===== config.mk =====
export PLATFORM = sky130hd
export DESIGN_NAME = sysram_stream_packer
export DESIGN_NICKNAME = d
export VERILOG_FILES = /design/src/rtl/sysram_stream_packer.sv
export SDC_FILE = /design/constraint.sdc
export NUM_CORES = 1
export LEC_CHECK = 0
export BUFFER_PORTS_ARGS = -buffer_cell sky130_fd_sc_hd__buf_2
export CORE_MARGIN = 5
export CORE_UTILIZATION = 62
export CTS_CLUSTER_DIAMETER = 150
export CTS_CLUSTER_SIZE = 30
export DETAILED_ROUTE_END_ITERATION = 10
export PLACE_DENSITY = 0.91
export SYNTH_ARGS = -nofsm -noshare
export SYNTH_HDL_FRONTEND = slang
export SYNTH_SLANG_ARGS = --single-unit
export TNS_END_PERCENT = 1

===== constraint.sdc =====
create_clock -name sysRAM_clk -period 17.76 [get_ports sysRAM_clk]
set_input_delay 2.664 -clock sysRAM_clk [delete_from_list [all_inputs] [get_ports sysRAM_clk]]
set_output_delay 2.664 -clock sysRAM_clk [all_outputs]
set_load 0.01 [all_outputs]

===== src/rtl/sysram_stream_packer.sv =====
// sysram_stream_packer
//   Reads a contiguous window of system RAM and packs PACK consecutive RAM
//   words into each AXI-Stream beat. The final beat of a transfer may be
//   partial: it carries tlast and a tkeep that covers only the filled lanes.
//   Unfilled lanes of that beat read as zero.
//   Reads are issued only while a packed-beat slot is guaranteed downstream,
//   so a stalled stream never causes a RAM return to be dropped.
//
// Ports
//   sysRAM_clk, rstn       clock, asynchronous active-low reset
//   start, abort           one-cycle transfer request / synchronous flush
//   start_addr, len_words  first RAM word address, transfer length in words
//   busy, done, err_len    status: in transfer, completion pulse, zero-length pulse
//   ram_rd_en, ram_addr    RAM read strobe and address (registered)
//   ram_rdata              RAM data, valid RD_LAT cycles after the strobe
//   m_tdata .. m_tready    AXI-Stream master; word k at bits [k*RAM_DW +: RAM_DW]
module sysram_stream_packer #(
  parameter int RAM_DW     = 32,
  parameter int PACK       = 2,
  parameter int AW         = 16,
  parameter int LEN_W      = 16,
  parameter int RD_LAT     = 2,
  parameter int FIFO_DEPTH = 8
) (
  input  logic                       sysRAM_clk,
  input  logic                       rstn,
  input  logic                       start,
  input  logic                       abort,
  input  logic [AW-1:0]              start_addr,
  input  logic [LEN_W-1:0]           len_words,
  output logic                       busy,
  output logic                       done,
  output logic                       err_len,
  output logic                       ram_rd_en,
  output logic [AW-1:0]              ram_addr,
  input  logic [RAM_DW-1:0]          ram_rdata,
  output logic [RAM_DW*PACK-1:0]     m_tdata,
  output logic [RAM_DW*PACK/8-1:0]   m_tkeep,
  output logic                       m_tvalid,
  output logic                       m_tlast,
  input  logic                       m_tready
);

  localparam int BEAT_W  = RAM_DW * PACK;
  localparam int KEEP_W  = BEAT_W / 8;
  localparam int BPW     = RAM_DW / 8;
  localparam int LANE_W  = (PACK > 1) ? $clog2(PACK) : 1;
  localparam int PTR_W   = (FIFO_DEPTH > 1) ? $clog2(FIFO_DEPTH) : 1;
  localparam int CNT_W   = $clog2(FIFO_DEPTH) + 2;
  localparam int ENTRY_W = 1 + KEEP_W + BEAT_W;

  localparam logic [LANE_W-1:0] LAST_LANE = LANE_W'(PACK - 1);
  localparam logic [CNT_W-1:0]  DEPTH_C   = CNT_W'(FIFO_DEPTH);

  typedef enum logic [1:0] {
    IDLE  = 2'd0,
    ISSUE = 2'd1,
    DRAIN = 2'd2,
    DONE  = 2'd3
  } state_t;

  state_t              state_reg;
  logic                busy_reg;
  logic                done_reg;
  logic                err_len_reg;
  logic                rd_en_reg;
  logic [AW-1:0]       ram_addr_reg;
  logic [AW-1:0]       addr_cnt_reg;
  logic [LEN_W-1:0]    issue_left_reg;
  logic [LEN_W-1:0]    ret_left_reg;
  logic [LANE_W-1:0]   issue_lane_reg;
  logic [LANE_W-1:0]   pack_lane_reg;
  logic [BEAT_W-1:0]   pack_data_reg;
  logic [RD_LAT-1:0]   vld_sr_reg;
  logic [CNT_W-1:0]    reserved_reg;
  logic [CNT_W-1:0]    fifo_cnt_reg;
  logic [PTR_W-1:0]    wr_ptr_reg;
  logic [PTR_W-1:0]    rd_ptr_reg;

  logic [ENTRY_W-1:0]  fifo_mem [FIFO_DEPTH];

  logic                ret_vld;
  logic                ret_final;
  logic                push;
  logic                pop;
  logic                new_beat;
  logic                credit_ok;
  logic                issue;
  logic [RD_LAT:0]     vld_ext;
  logic [BEAT_W-1:0]   beat_data;
  logic [KEEP_W-1:0]   beat_keep;
  logic [ENTRY_W-1:0]  push_entry;
  logic [ENTRY_W-1:0]  head_entry;
  logic                head_last;

  // ---------------------------------------------------------------------------
  // Issue side
  // ---------------------------------------------------------------------------
  // reserved_reg counts beats that have had their first read issued but have
  // not yet been pushed into the FIFO (this includes the beat being packed).
  // Only the first word of a beat needs a fresh slot; the remaining words of
  // that beat already own one, so they may always issue.
  assign new_beat  = (issue_lane_reg == '0);
  assign credit_ok = !new_beat || ((fifo_cnt_reg + reserved_reg) < DEPTH_C);
  assign issue     = (state_reg == ISSUE) && credit_ok;

  // ---------------------------------------------------------------------------
  // Return side
  // ---------------------------------------------------------------------------
  // The valid shift register is fed by the registered strobe, so its last tap
  // lines up with ram_rdata exactly RD_LAT cycles after ram_rd_en.
  assign vld_ext   = {vld_sr_reg, rd_en_reg};
  assign ret_vld   = vld_sr_reg[RD_LAT-1];
  assign ret_final = (ret_left_reg == LEN_W'(1));
  assign push      = ret_vld && ((pack_lane_reg == LAST_LANE) || ret_final);

  // The packer register is cleared after every push, so lanes above the
  // current one are still zero when a short final beat is pushed.
  generate
    for (genvar gi = 0; gi < PACK; gi++) begin : g_lane
      assign beat_data[gi*RAM_DW +: RAM_DW] =
        (pack_lane_reg == LANE_W'(gi)) ? ram_rdata : pack_data_reg[gi*RAM_DW +: RAM_DW];
      assign beat_keep[gi*BPW +: BPW] =
        (LANE_W'(gi) <= pack_lane_reg) ? {BPW{1'b1}} : {BPW{1'b0}};
    end
  endgenerate

  assign push_entry = {ret_final, beat_keep, beat_data};

  // ---------------------------------------------------------------------------
  // Output FIFO head
  // ---------------------------------------------------------------------------
  // The head entry can only be rewritten once it has been popped, because the
  // issue credit never lets a push land on an occupied slot.
  assign head_entry = fifo_mem[rd_ptr_reg];
  assign head_last  = head_entry[ENTRY_W-1];
  assign m_tvalid   = (fifo_cnt_reg != '0);
  assign pop        = m_tvalid && m_tready;
  assign m_tdata    = m_tvalid ? head_entry[BEAT_W-1:0] : '0;
  assign m_tkeep    = m_tvalid ? head_entry[BEAT_W +: KEEP_W] : '0;
  assign m_tlast    = m_tvalid && head_last;

  assign busy      = busy_reg;
  assign done      = done_reg;
  assign err_len   = err_len_reg;
  assign ram_rd_en = rd_en_reg;
  assign ram_addr  = ram_addr_reg;

  always_ff @(posedge sysRAM_clk) begin
    if (push) begin
      fifo_mem[wr_ptr_reg] <= push_entry;
    end
  end

  // ---------------------------------------------------------------------------
  // Control, counters and FIFO pointers
  // ---------------------------------------------------------------------------
  always_ff @(posedge sysRAM_clk or negedge rstn) begin
    if (!rstn) begin
      state_reg      <= IDLE;
      busy_reg       <= 1'b0;
      done_reg       <= 1'b0;
      err_len_reg    <= 1'b0;
      rd_en_reg      <= 1'b0;
      ram_addr_reg   <= '0;
      addr_cnt_reg   <= '0;
      issue_left_reg <= '0;
      ret_left_reg   <= '0;
      issue_lane_reg <= '0;
      pack_lane_reg  <= '0;
      pack_data_reg  <= '0;
      vld_sr_reg     <= '0;
      reserved_reg   <= '0;
      fifo_cnt_reg   <= '0;
      wr_ptr_reg     <= '0;
      rd_ptr_reg     <= '0;
    end else if (abort) begin
      // Flush everything; clearing the valid shift register discards any
      // RAM returns still in flight.
      state_reg      <= IDLE;
      busy_reg       <= 1'b0;
      done_reg       <= 1'b0;
      err_len_reg    <= 1'b0;
      rd_en_reg      <= 1'b0;
      issue_left_reg <= '0;
      ret_left_reg   <= '0;
      issue_lane_reg <= '0;
      pack_lane_reg  <= '0;
      pack_data_reg  <= '0;
      vld_sr_reg     <= '0;
      reserved_reg   <= '0;
      fifo_cnt_reg   <= '0;
      wr_ptr_reg     <= '0;
      rd_ptr_reg     <= '0;
    end else begin
      done_reg    <= 1'b0;
      err_len_reg <= 1'b0;
      rd_en_reg   <= issue;
      vld_sr_reg  <= vld_ext[RD_LAT-1:0];

      if (issue) begin
        ram_addr_reg   <= addr_cnt_reg;
        addr_cnt_reg   <= addr_cnt_reg + AW'(1);
        issue_left_reg <= issue_left_reg - LEN_W'(1);
        issue_lane_reg <= (issue_lane_reg == LAST_LANE) ? '0 : issue_lane_reg + LANE_W'(1);
      end

      if (ret_vld) begin
        ret_left_reg  <= ret_left_reg - LEN_W'(1);
        pack_lane_reg <= push ? '0 : pack_lane_reg + LANE_W'(1);
        pack_data_reg <= push ? '0 : beat_data;
      end

      case ({issue && new_beat, push})
        2'b10:   reserved_reg <= reserved_reg + CNT_W'(1);
        2'b01:   reserved_reg <= reserved_reg - CNT_W'(1);
        default: reserved_reg <= reserved_reg;
      endcase

      case ({push, pop})
        2'b10:   fifo_cnt_reg <= fifo_cnt_reg + CNT_W'(1);
        2'b01:   fifo_cnt_reg <= fifo_cnt_reg - CNT_W'(1);
        default: fifo_cnt_reg <= fifo_cnt_reg;
      endcase
      if (push) begin
        wr_ptr_reg <= wr_ptr_reg + PTR_W'(1);
      end
      if (pop) begin
        rd_ptr_reg <= rd_ptr_reg + PTR_W'(1);
      end

      case (state_reg)
        IDLE: begin
          if (start) begin
            if (len_words == '0) begin
              err_len_reg <= 1'b1;
            end else begin
              addr_cnt_reg   <= start_addr;
              issue_left_reg <= len_words;
              ret_left_reg   <= len_words;
              issue_lane_reg <= '0;
              pack_lane_reg  <= '0;
              busy_reg       <= 1'b1;
              state_reg      <= ISSUE;
            end
          end
        end
        ISSUE: begin
          if (issue && (issue_left_reg == LEN_W'(1))) begin
            state_reg <= DRAIN;
          end
        end
        DRAIN: begin
          if (pop && head_last) begin
            done_reg  <= 1'b1;
            busy_reg  <= 1'b0;
            state_reg <= DONE;
          end
        end
        DONE: begin
          state_reg <= IDLE;
        end
        default: begin
          state_reg <= IDLE;
        end
      endcase
    end
  end

endmodule


==> metrics.csv, run 1 <==
metric,value,unit
status,completed,
Die Ht,223,um
cell family with most CP delay,flip-flops,
clk buf depth,3,
cts hold-fix bufs,0,
top layer in use,met5,
TritonCTS Buffers,26,
vias in the first global route,16645,
placed cell area,29500,um^2
Detailed Place HPWL,38.4,mm
slowest cell delay on critical path,1.08,ns
grt total ovfl,0,
Routed WL,65.0,mm
root buf cell,clkbuf_16,
Startpoint Class,flip-flop,
crit-path max FO,48,
max cap viols,0,
worst vdd ir,0.000149,V
drt wl/cell,27.8,um
skew final,0.0176,ns
crit path DAT,3.73,ns
FP Rows,78,
slowest CP cell,dfrtp_4,
Post-Route Setup TNS,0,ns
I/O Pins,163,
Routed Antenna Nets,0,
WHS,0.488,ns
routability cong.,0.838,
CTS tree,yes,
met3 routed wirelength,6.27,mm
internal reg-to-reg setup slack,13.39,ns
clk slew on worst S/H paths,0.11,ns
RSZ-0062 raised after global routing,no,
die area,49700,um^2
Synth Area in Adders,0.917,%
R2R cell count,15,
Post-Synthesis Cell Area,28100,um^2
reg2reg end,reserved_reg[4]$_DFFE_PN0P_,
DRC,0,
Layout Nets,1800,
Leak,10.4,nW
layout cells sized above 1,26.5,%
distinct cell type count after synthesis,61,
Final setup viols,0,
crit path from,rd_ptr_reg[0]$_DFFE_PN0P_,
Worst Setup EP,m_tdata[33],
crit path time final,6.39,ns
first-pass GRT wire length,101,mm
router iterations before antenna repair,7,
PortBufs,162,
Critical Path End Type,output pin,
Met1 Wirelength,22.3,mm
largest net degree at the start of global routing,105,
Clock Sinks,682,
crit share post-route,36.0,%
syn_area_per_cell,17.6,um^2
Synth Area in Compound Gates,5.41,%
power density over cell area,120,nW/um^2
Post-Synthesis Cells,1599,
Simple-Gate Fraction of Synth Area,4.44,%
initial antenna violation count,12,
GRT Overall Usage,26.3,%
vias per inst,6.79,
final worst slack,11.37,ns
number of synthesized flops with an enable pin,528,
mux cell area share after synthesis,16.3,%
#FFs+latches synth,682,
"Buf+Inv Stages, Crit Path",2,
via count,15878,
Yosys warning count,0,
Synthesized Nets,1688,
met2 WL,33.9,mm
number of cells on the critical path,5,
ys async rst share,22.6,%
max reg flops,528,
Initial Util,62.3,%
area grow syn2layout,7.91,%
Crit Path Class,flip-flop to output pin,
DP Worst Slack,11.96,ns
register area share after synthesis,70.1,%
FMAX,156,MHz
Final Cell Area,30300,um^2
post_cts resized,0,
die width,223,um
"Hold Vio Cnt, Final",0,
CP required,15.10,ns
largest family of logic cells by synthesized area,multiplexers,
Final Util,67.3,%
post-synthesis xor/xnor area fraction,1.02,%
"Setup Fix Bufs, Post-CTS",0,
Slew @ Worst Pin,1.19,ns
Skew-Pair Late Insertion Delay,0.60,ns
critical path cell sequence,"buf_4, mux4_2, mux2i_1, nor2_1, buf_2",
Rel. slew slack,20.5,%
"Top FF cell, synth",edfxtp_1,
htree depth,1,
worst r2r src,reserved_reg[1]$_DFFE_PN0P_,
DRT iter0 DRCs,2055,
CORE AREA,45100,um^2
Hold Path Class,flip-flop to flip-flop,
Pins Over Slew Limit,0,
==> synth_stat cells (all sizes together), types with 20 or more instances <==
master / instances / share of area, %
nand3: 20 / 0.36
xor2: 20 / 0.62
clkbuf: 62 / 0.83
dfrtp: 154 / 14
mux2: 83 / 3.3
a32o: 65 / 2.3
nor2: 118 / 1.6
a21oi: 47 / 0.84
o21ai: 30 / 0.53
nand2: 27 / 0.36
edfxtp: 528 / 56
mux2i: 68 / 2.4
mux4: 132 / 11
buf: 42 / 0.69
==> layout make-up <==
| type | instances | area (um^2) |
|---|---|---|
| Timing Repair Buffer | 188 | 1010 |
| Antenna cell | 8 | 20.0 |
| Tap cell | 600 | 751 |
| Clock buffer | 47 | 751 |
| Clock inverter | 1 | 8.76 |
| Fill cell | 2776 | 14800 |
| Sequential cell | 682 | 19700 |
| Inverter | 17 | 63.8 |
| Multi-Input combinational cell | 796 | 7990 |
==> cells in the final DEF (no fill, tap or decap), types with 20 or more instances in the layout <==
cell	n
a21oi_1	47
edfxtp_1	528
nand2_1	27
dfrtp_1	150
mux4_2	132
o21ai_0	28
mux2i_1	68
a32o_1	65
clkbuf_1	20
buf_2	161
buf_4	26
mux2_2	83
nor2_1	111
xor2_1	20
clkbuf_16	27
==> metal layers <==
layer / up-vias / track usage (%)
met3: 176 / 5.42
met4: 18 / 8.56
met2: 971 / 45.8
li1: 6612 / -
met1: 8101 / 33.7
met5: - / 0
==> cell families after synthesis <==
group / count (synthesis)
mux: 283
compound gates: 206
fa+ha+maj: 20
xor+xnor: 31
flops: 682
buf+inv: 121
simple gates: 256
==> report_power, final <==
part           switching (mW)  internal (mW)  leakage [nW]
sequential              0.105           1.79          6.84
combinational           0.573          0.413          3.16
clock                   0.459          0.292         0.361
==> worst min-delay path by stage <==
stage	from	endpoint	slack (ns)	cells after the start
2_1_floorplan	vld_sr_reg[0]$_DFF_PN0_	vld_sr_reg[1]$_DFF_PN0_	0.44	1
3_3_place_gp	vld_sr_reg[0]$_DFF_PN0_	vld_sr_reg[1]$_DFF_PN0_	0.46	1
3_5_place_dp	vld_sr_reg[0]$_DFF_PN0_	vld_sr_reg[1]$_DFF_PN0_	0.46	1
4_1_cts	vld_sr_reg[0]$_DFF_PN0_	vld_sr_reg[1]$_DFF_PN0_	0.49	1
5_1_grt	vld_sr_reg[0]$_DFF_PN0_	vld_sr_reg[1]$_DFF_PN0_	0.51	1
6_report	vld_sr_reg[0]$_DFF_PN0_	vld_sr_reg[1]$_DFF_PN0_	0.49	1
==> per-stage QoR <==
stage               power [mW]  std cells
floorplan                 2.58       1599
CTS                       3.64       2331
global placement          2.87       2283
finish                    3.63       2339
detailed placement        2.92       2283
global route              3.81       2331
==> worst reg2reg max path, delay by kind of cell (launching register included) <==
| kind | cells | cell delay (ns) |
|---|---|---|
| buffers and inverters | 1 | 0.40 |
| AOI/OAI and AO/OA | 4 | 1.05 |
| muxes | 1 | 0.31 |
| and+or+nand+nor | 5 | 0.75 |
| adders and majority gates | 3 | 1.05 |
| DFF | 1 | 0.51 |
| xor gates and xnor gates | 1 | 0.19 |
Power figures use the tool's default switching activity.
==> inputs of run 2 (changes only) <==
--- a/config.mk
+++ b/config.mk
@@ -5,13 +5,14 @@
 export SDC_FILE = /design/constraint.sdc
 export NUM_CORES = 1
 export LEC_CHECK = 0
+export ABC_AREA = 1
 export BUFFER_PORTS_ARGS = -buffer_cell sky130_fd_sc_hd__buf_2
 export CORE_MARGIN = 5
-export CORE_UTILIZATION = 62
+export CORE_UTILIZATION = 55
 export CTS_CLUSTER_DIAMETER = 150
 export CTS_CLUSTER_SIZE = 30
 export DETAILED_ROUTE_END_ITERATION = 10
-export PLACE_DENSITY = 0.91
+export PLACE_DENSITY = 0.86
 export SYNTH_ARGS = -nofsm -noshare
 export SYNTH_HDL_FRONTEND = slang
 export SYNTH_SLANG_ARGS = --single-unit
==> constraint.sdc (replaced) <==
create_clock -name sysRAM_clk -period 5.3 [get_ports sysRAM_clk]
set_input_delay 0.795 -clock sysRAM_clk [delete_from_list [all_inputs] [get_ports sysRAM_clk]]
set_output_delay 0.795 -clock sysRAM_clk [all_outputs]
set_load 0.01 [all_outputs]
==> run 2 against run 1 <==
Via count rose by 32%. Largest cell class unchanged. First-iteration DRC count rose by 11%. Total power increased to 3.7 times the previous value. Worst hold slack worse by 0.25 ns. Sequential power rose to 3.4 times the previous value. Register-to-register slack got worse by 12 ns. Area after synthesis grew 4.6%.
==> metrics.csv, run 2 <==
metric,value,unit
crit-path max FO,84,
I/O Pins,163,
Final Util,59.5,%
Leak,12.0,nW
post_cts resized,0,
crit path time final,4.52,ns
CORE AREA,52800,um^2
Detailed Place HPWL,43.1,mm
initial antenna violation count,2,
Slew @ Worst Pin,1.06,ns
TritonCTS Buffers,26,
GRT Overall Usage,24.3,%
RSZ-0062 raised after global routing,no,
root buf cell,clkbuf_16,
skew final,0.0226,ns
DRC,0,
Crit Path Class,flip-flop to output pin,
Yosys warning count,0,
area share of the largest cell type after synthesis,54.0,%
cts hold-fix bufs,0,
FILL cells,4026,
Routed WL,72.8,mm
crit path DAT,3.72,ns
router iterations before antenna repair,6,
WHS,0.234,ns
vias per inst,6.06,
via count,20996,
Startpoint Class,flip-flop,
vias in the first global route,20876,
routability cong.,0.868,
internal reg-to-reg setup slack,1.84,ns
CTS tree,yes,
first-pass GRT wire length,112,mm
register area share after synthesis,67.1,%
distinct cell type count after synthesis,45,
number of synthesized flops with an enable pin,528,
drt wl/cell,21.0,um
area grow syn2layout,6.80,%
PortBufs,162,
"commonest non-fill, non-tap cells in the layout","528 x edfxtp_1, 445 x nor2_1, 438 x o21ai_0",
die width,241,um
DRT iter0 DRCs,2276,
largest net degree at the start of global routing,149,
FP Rows,84,
Skew-Pair Late Insertion Delay,0.61,ns
Critical Path End Type,output pin,
Hold Path Class,primary input to asynchronous set/reset pin,
"most common cell after layout, fill and taps aside",edfxtp_1,
power density over cell area,426,nW/um^2
Post-Synthesis Cell Area,29400,um^2
"Setup Fix Bufs, Post-CTS",0,
status,completed,
"count leader, synth",edfxtp_1,
max reg flops,528,
area occupied by multi-input gates,8220,um^2
Tot Pwr,13.4,mW
dominant cell type by area after synthesis,edfxtp_1,
htree depth,1,
clk slew on worst S/H paths,0.12,ns
register area,19700,um^2
worst vdd ir,0.000285,V
Clock Sinks,682,
"top cells by count, synth","528 x edfxtp_1, 453 x nor2_1, 438 x o21ai_0, 263 x nand2_1, 182 x inv_1",
Routed Antenna Nets,0,
FMAX,221,MHz
Die Ht,241,um
Layout Nets,2845,
ys async rst share,22.6,%
crit share post-route,85.2,%
Synthesized Nets,2793,
Post-Synthesis Cells,2704,
Pins Over Slew Limit,0,
CP required,4.51,ns
#FFs+latches synth,682,
max cap viols,0,
grt total ovfl,0,
Post-Route Setup TNS,0,ns
die area,58100,um^2
Rel. slew slack,29.3,%
synth top area cells,"edfxtp_1 54%, dfrtp_1 13%, o21ai_0 7.5%",
layout cells sized above 1,11.2,%
"Top FF cell, synth",edfxtp_1,
syn_area_per_cell,10.9,um^2
Initial Util,55.7,%
"Hold Vio Cnt, Final",0,
Final setup viols,0,
clk buf depth,3,
==> run 2: cell count changes in the layout (fill, tap and decap cells not counted), moves of 97 or more <==
cell     change
inv_1      +165
mux4_2     -132
nand2_1    +236
nor2_1     +334
o21ai_0    +410
o22ai_1     +97
==> run 2: final timing paths <==
check	start	end	depth (start not counted)
setup reg to reg	reserved_reg[2]$_DFFE_PN0P_	reserved_reg[4]$_DFFE_PN0P_	20
max in group asynchronous	rstn	rd_ptr_reg[0]$_DFFE_PN0P_	2
setup / recovery	rd_ptr_reg[0]$_DFFE_PN0P_	m_tdata[10]	7
hold / removal	rstn	ram_addr[3]$_DFFE_PN0P_	1
hold reg to reg	vld_sr_reg[0]$_DFF_PN0_	vld_sr_reg[1]$_DFF_PN0_	2
min in group sysRAM_clk	start	err_len$_DFF_PN0_	3
==> run 2: final cells by class <==
class | instances | area share [%]
sequential | 682 | 62.8
multi-input combinational | 1663 | 26.2
timing repair buffer | 193 | 3.47
tap | 688 | 2.74
clock buffer | 47 | 2.39
inverter | 190 | 2.32
clock inverter | 1 | 0.0279
antenna | 2 | 0.0160
==> run 2: critical path, cell delays in order (launching register included) <==
cell	delay, ns
dfrtp_4	0.64
buf_4	0.56
buf_4	0.78
o21ai_0	0.25
o22ai_1	0.26
o21ai_0	0.12
a31oi_1	0.30
buf_2	0.19
==> run 2: kinds of logic (layout without fill, tap and decap cells) <==
group           after synthesis  after routing  synth area share (%)
buf+inv                     359            431                  5.14
flops                       682            682                  67.1
fa+ha+maj                    20             20                 0.877
other cells                   0              2                     0
xor+xnor                     37             37                  1.10
simple gates                913            913                  13.1
compound gates              693            693                  12.7
==> run 2: power breakdown <==
part	switching [mW]	internal (mW)
sequential	0.302	6.06
combinational	3.04	1.43
clock	1.55	0.979
==> run 2: routing by layer <==
layer / GRT usage (%) / vias to the layer above / wire length [um]
met3: 5.39 / 144 / 7960
li1: - / 9502 / -
met2: 41.3 / 1117 / 35800
met1: 31.9 / 10229 / 27300
met4: 6.67 / 4 / 1790
met5: 0 / - / 32
==> run 2: stage by stage <==
| step | instance area [um^2] | instances | worst slack, ns |
|---|---|---|---|
| 6_report | 31400 | 3466 | 0.784 |
| 3_3_place_gp | 30600 | 3416 | 1.63 |
| 5_1_grt | 31400 | 3464 | 0.665 |
| 3_5_place_dp | 30600 | 3416 | 1.50 |
| 2_1_floorplan | 29400 | 2704 | 0.878 |
| 4_1_cts | 31400 | 3464 | 0.792 |
==> inputs of run 3 (changes only) <==
--- a/config.mk
+++ b/config.mk
@@ -8,11 +8,12 @@
 export ABC_AREA = 1
 export BUFFER_PORTS_ARGS = -buffer_cell sky130_fd_sc_hd__buf_2
 export CORE_MARGIN = 5
-export CORE_UTILIZATION = 55
+export CORE_UTILIZATION = 57
+export CTS_BUF_LIST = sky130_fd_sc_hd__clkbuf_8
 export CTS_CLUSTER_DIAMETER = 150
 export CTS_CLUSTER_SIZE = 30
 export DETAILED_ROUTE_END_ITERATION = 10
-export PLACE_DENSITY = 0.86
+export PLACE_DENSITY_LB_ADDON = 0.12
 export SYNTH_ARGS = -nofsm -noshare
 export SYNTH_HDL_FRONTEND = slang
 export SYNTH_SLANG_ARGS = --single-unit
==> run 3 against run 2 <==
Via count fell by 3.6%. Register-to-register slack improved by 0.02 ns. Sequential cell count did not move. Sequential share of layout area increased by 0.39 points. First-iteration DRC count is 13% lower. Combinational power barely moved.
==> metrics.csv, run 3 (synthesis results as in run 2) <==
metric,value,unit
Leak,11.9,nW
I/O Pins,163,
CP required,4.51,ns
Layout Nets,2846,
Clock Sinks,682,
Hold Path Class,primary input to asynchronous set/reset pin,
crit-path max FO,86,
DRT iter0 DRCs,1975,
worst r2r src,reserved_reg[3]$_DFFE_PN0P_,
crit path DAT,3.45,ns
skew final,0.0270,ns
RSZ-0062 raised after global routing,no,
cts hold-fix bufs,0,
root buf cell,clkbuf_8,
"Hold Vio Cnt, Final",0,
PortBufs,162,
Post-Route Setup TNS,0,ns
FMAX,235,MHz
Routed Antenna Nets,0,
vias in the first global route,19341,
router iterations before antenna repair,5,
post_cts resized,0,
FP Rows,83,
Initial Util,57.4,%
worst vdd ir,0.000375,V
max reg flops,528,
"Setup Fix Bufs, Post-CTS",0,
die width,237,um
crit share post-route,80.1,%
htree depth,1,
Final setup viols,0,
R2R cell count,20,
layout cells sized above 1,11.2,%
"commonest non-fill, non-tap cells in the layout","528 x edfxtp_1, 445 x nor2_1, 438 x o21ai_0",
Crit Path Class,flip-flop to output pin,
WHS,0.129,ns
Slew @ Worst Pin,1.25,ns
GRT Overall Usage,24.8,%
Die Ht,237,um
reg2reg end,reserved_reg[4]$_DFFE_PN0P_,
power density over cell area,410,nW/um^2
Tot Pwr,12.8,mW
status,completed,
area grow syn2layout,6.15,%
largest net degree at the start of global routing,128,
via count,20234,
routability cong.,0.923,
drt wl/cell,20.6,um
clk buf depth,3,
vias per inst,5.84,
clk slew on worst S/H paths,0.17,ns
max cap viols,0,
"most common cell after layout, fill and taps aside",edfxtp_1,
grt total ovfl,0,
crit path from,rd_ptr_reg[0]$_DFFE_PN0P_,
CORE AREA,51200,um^2
TritonCTS Buffers,26,
Critical Path End Type,output pin,
Rel. slew slack,16.2,%
Pins Over Slew Limit,0,
crit path time final,4.25,ns
internal reg-to-reg setup slack,1.86,ns
Routed WL,71.5,mm
die area,56200,um^2
DRC,0,
initial antenna violation count,4,
Skew-Pair Late Insertion Delay,0.69,ns
Startpoint Class,flip-flop,
CTS tree,yes,
Detailed Place HPWL,42.2,mm
first-pass GRT wire length,111,mm
## run 3: report_power, final
group / switching, mW / internal [mW]
combinational: 2.98 / 1.46
sequential: 0.301 / 6.07
clock: 1.51 / 0.486
total: 4.79 / 8.01
## run 3: through the flow
stage,util [%],std cells,worst slack (ns),cell area (um^2)
CTS,60.9,3457,1.01,31200
global route,60.9,3459,0.809,31200
detailed placement,60.0,3409,1.80,30700
floorplan,-,2704,0.878,29400
global placement,60.0,3409,1.81,30700
finish,60.9,3465,1.05,31200
## run 3: worst max-delay path by stage
stage / endpoint / cells after the start
after global placement: m_tdata[4] / 6
after CTS: m_tdata[4] / 6
after detailed placement: m_tdata[4] / 6
after global routing: m_tdata[54] / 7
final: m_tdata[28] / 6
after floorplan: fifo_mem[1][0]$_DFFE_PP_ / 10
## run 3: critical path: stages (launching register included)
cell     delay, ns
dfrtp_4       0.87
buf_4         0.80
o21ai_0       0.20
o22ai_1       0.18
o21ai_0       0.09
a31oi_1       0.38
buf_2         0.21
## run 3: area by class of cell
class                   instances  area (um^2)
multi-input cells            1663         8220
flip-flops and latches        682        19700
repair buffers                194         1190
well taps                     680          851
diodes                          8         20.0
inverters                     190          727
fillers                      4164        20000
clock inverters                21         83.8
clock buffers                  27          372
## run 3: layer usage
metal	global-route usage [%]	part of all wire, %	wire length, um
met5	0	0.024	17
met1	35.4	42	30200
met3	2.78	6.6	4740
met2	41.2	49	34800
met4	6.65	2.4	1700
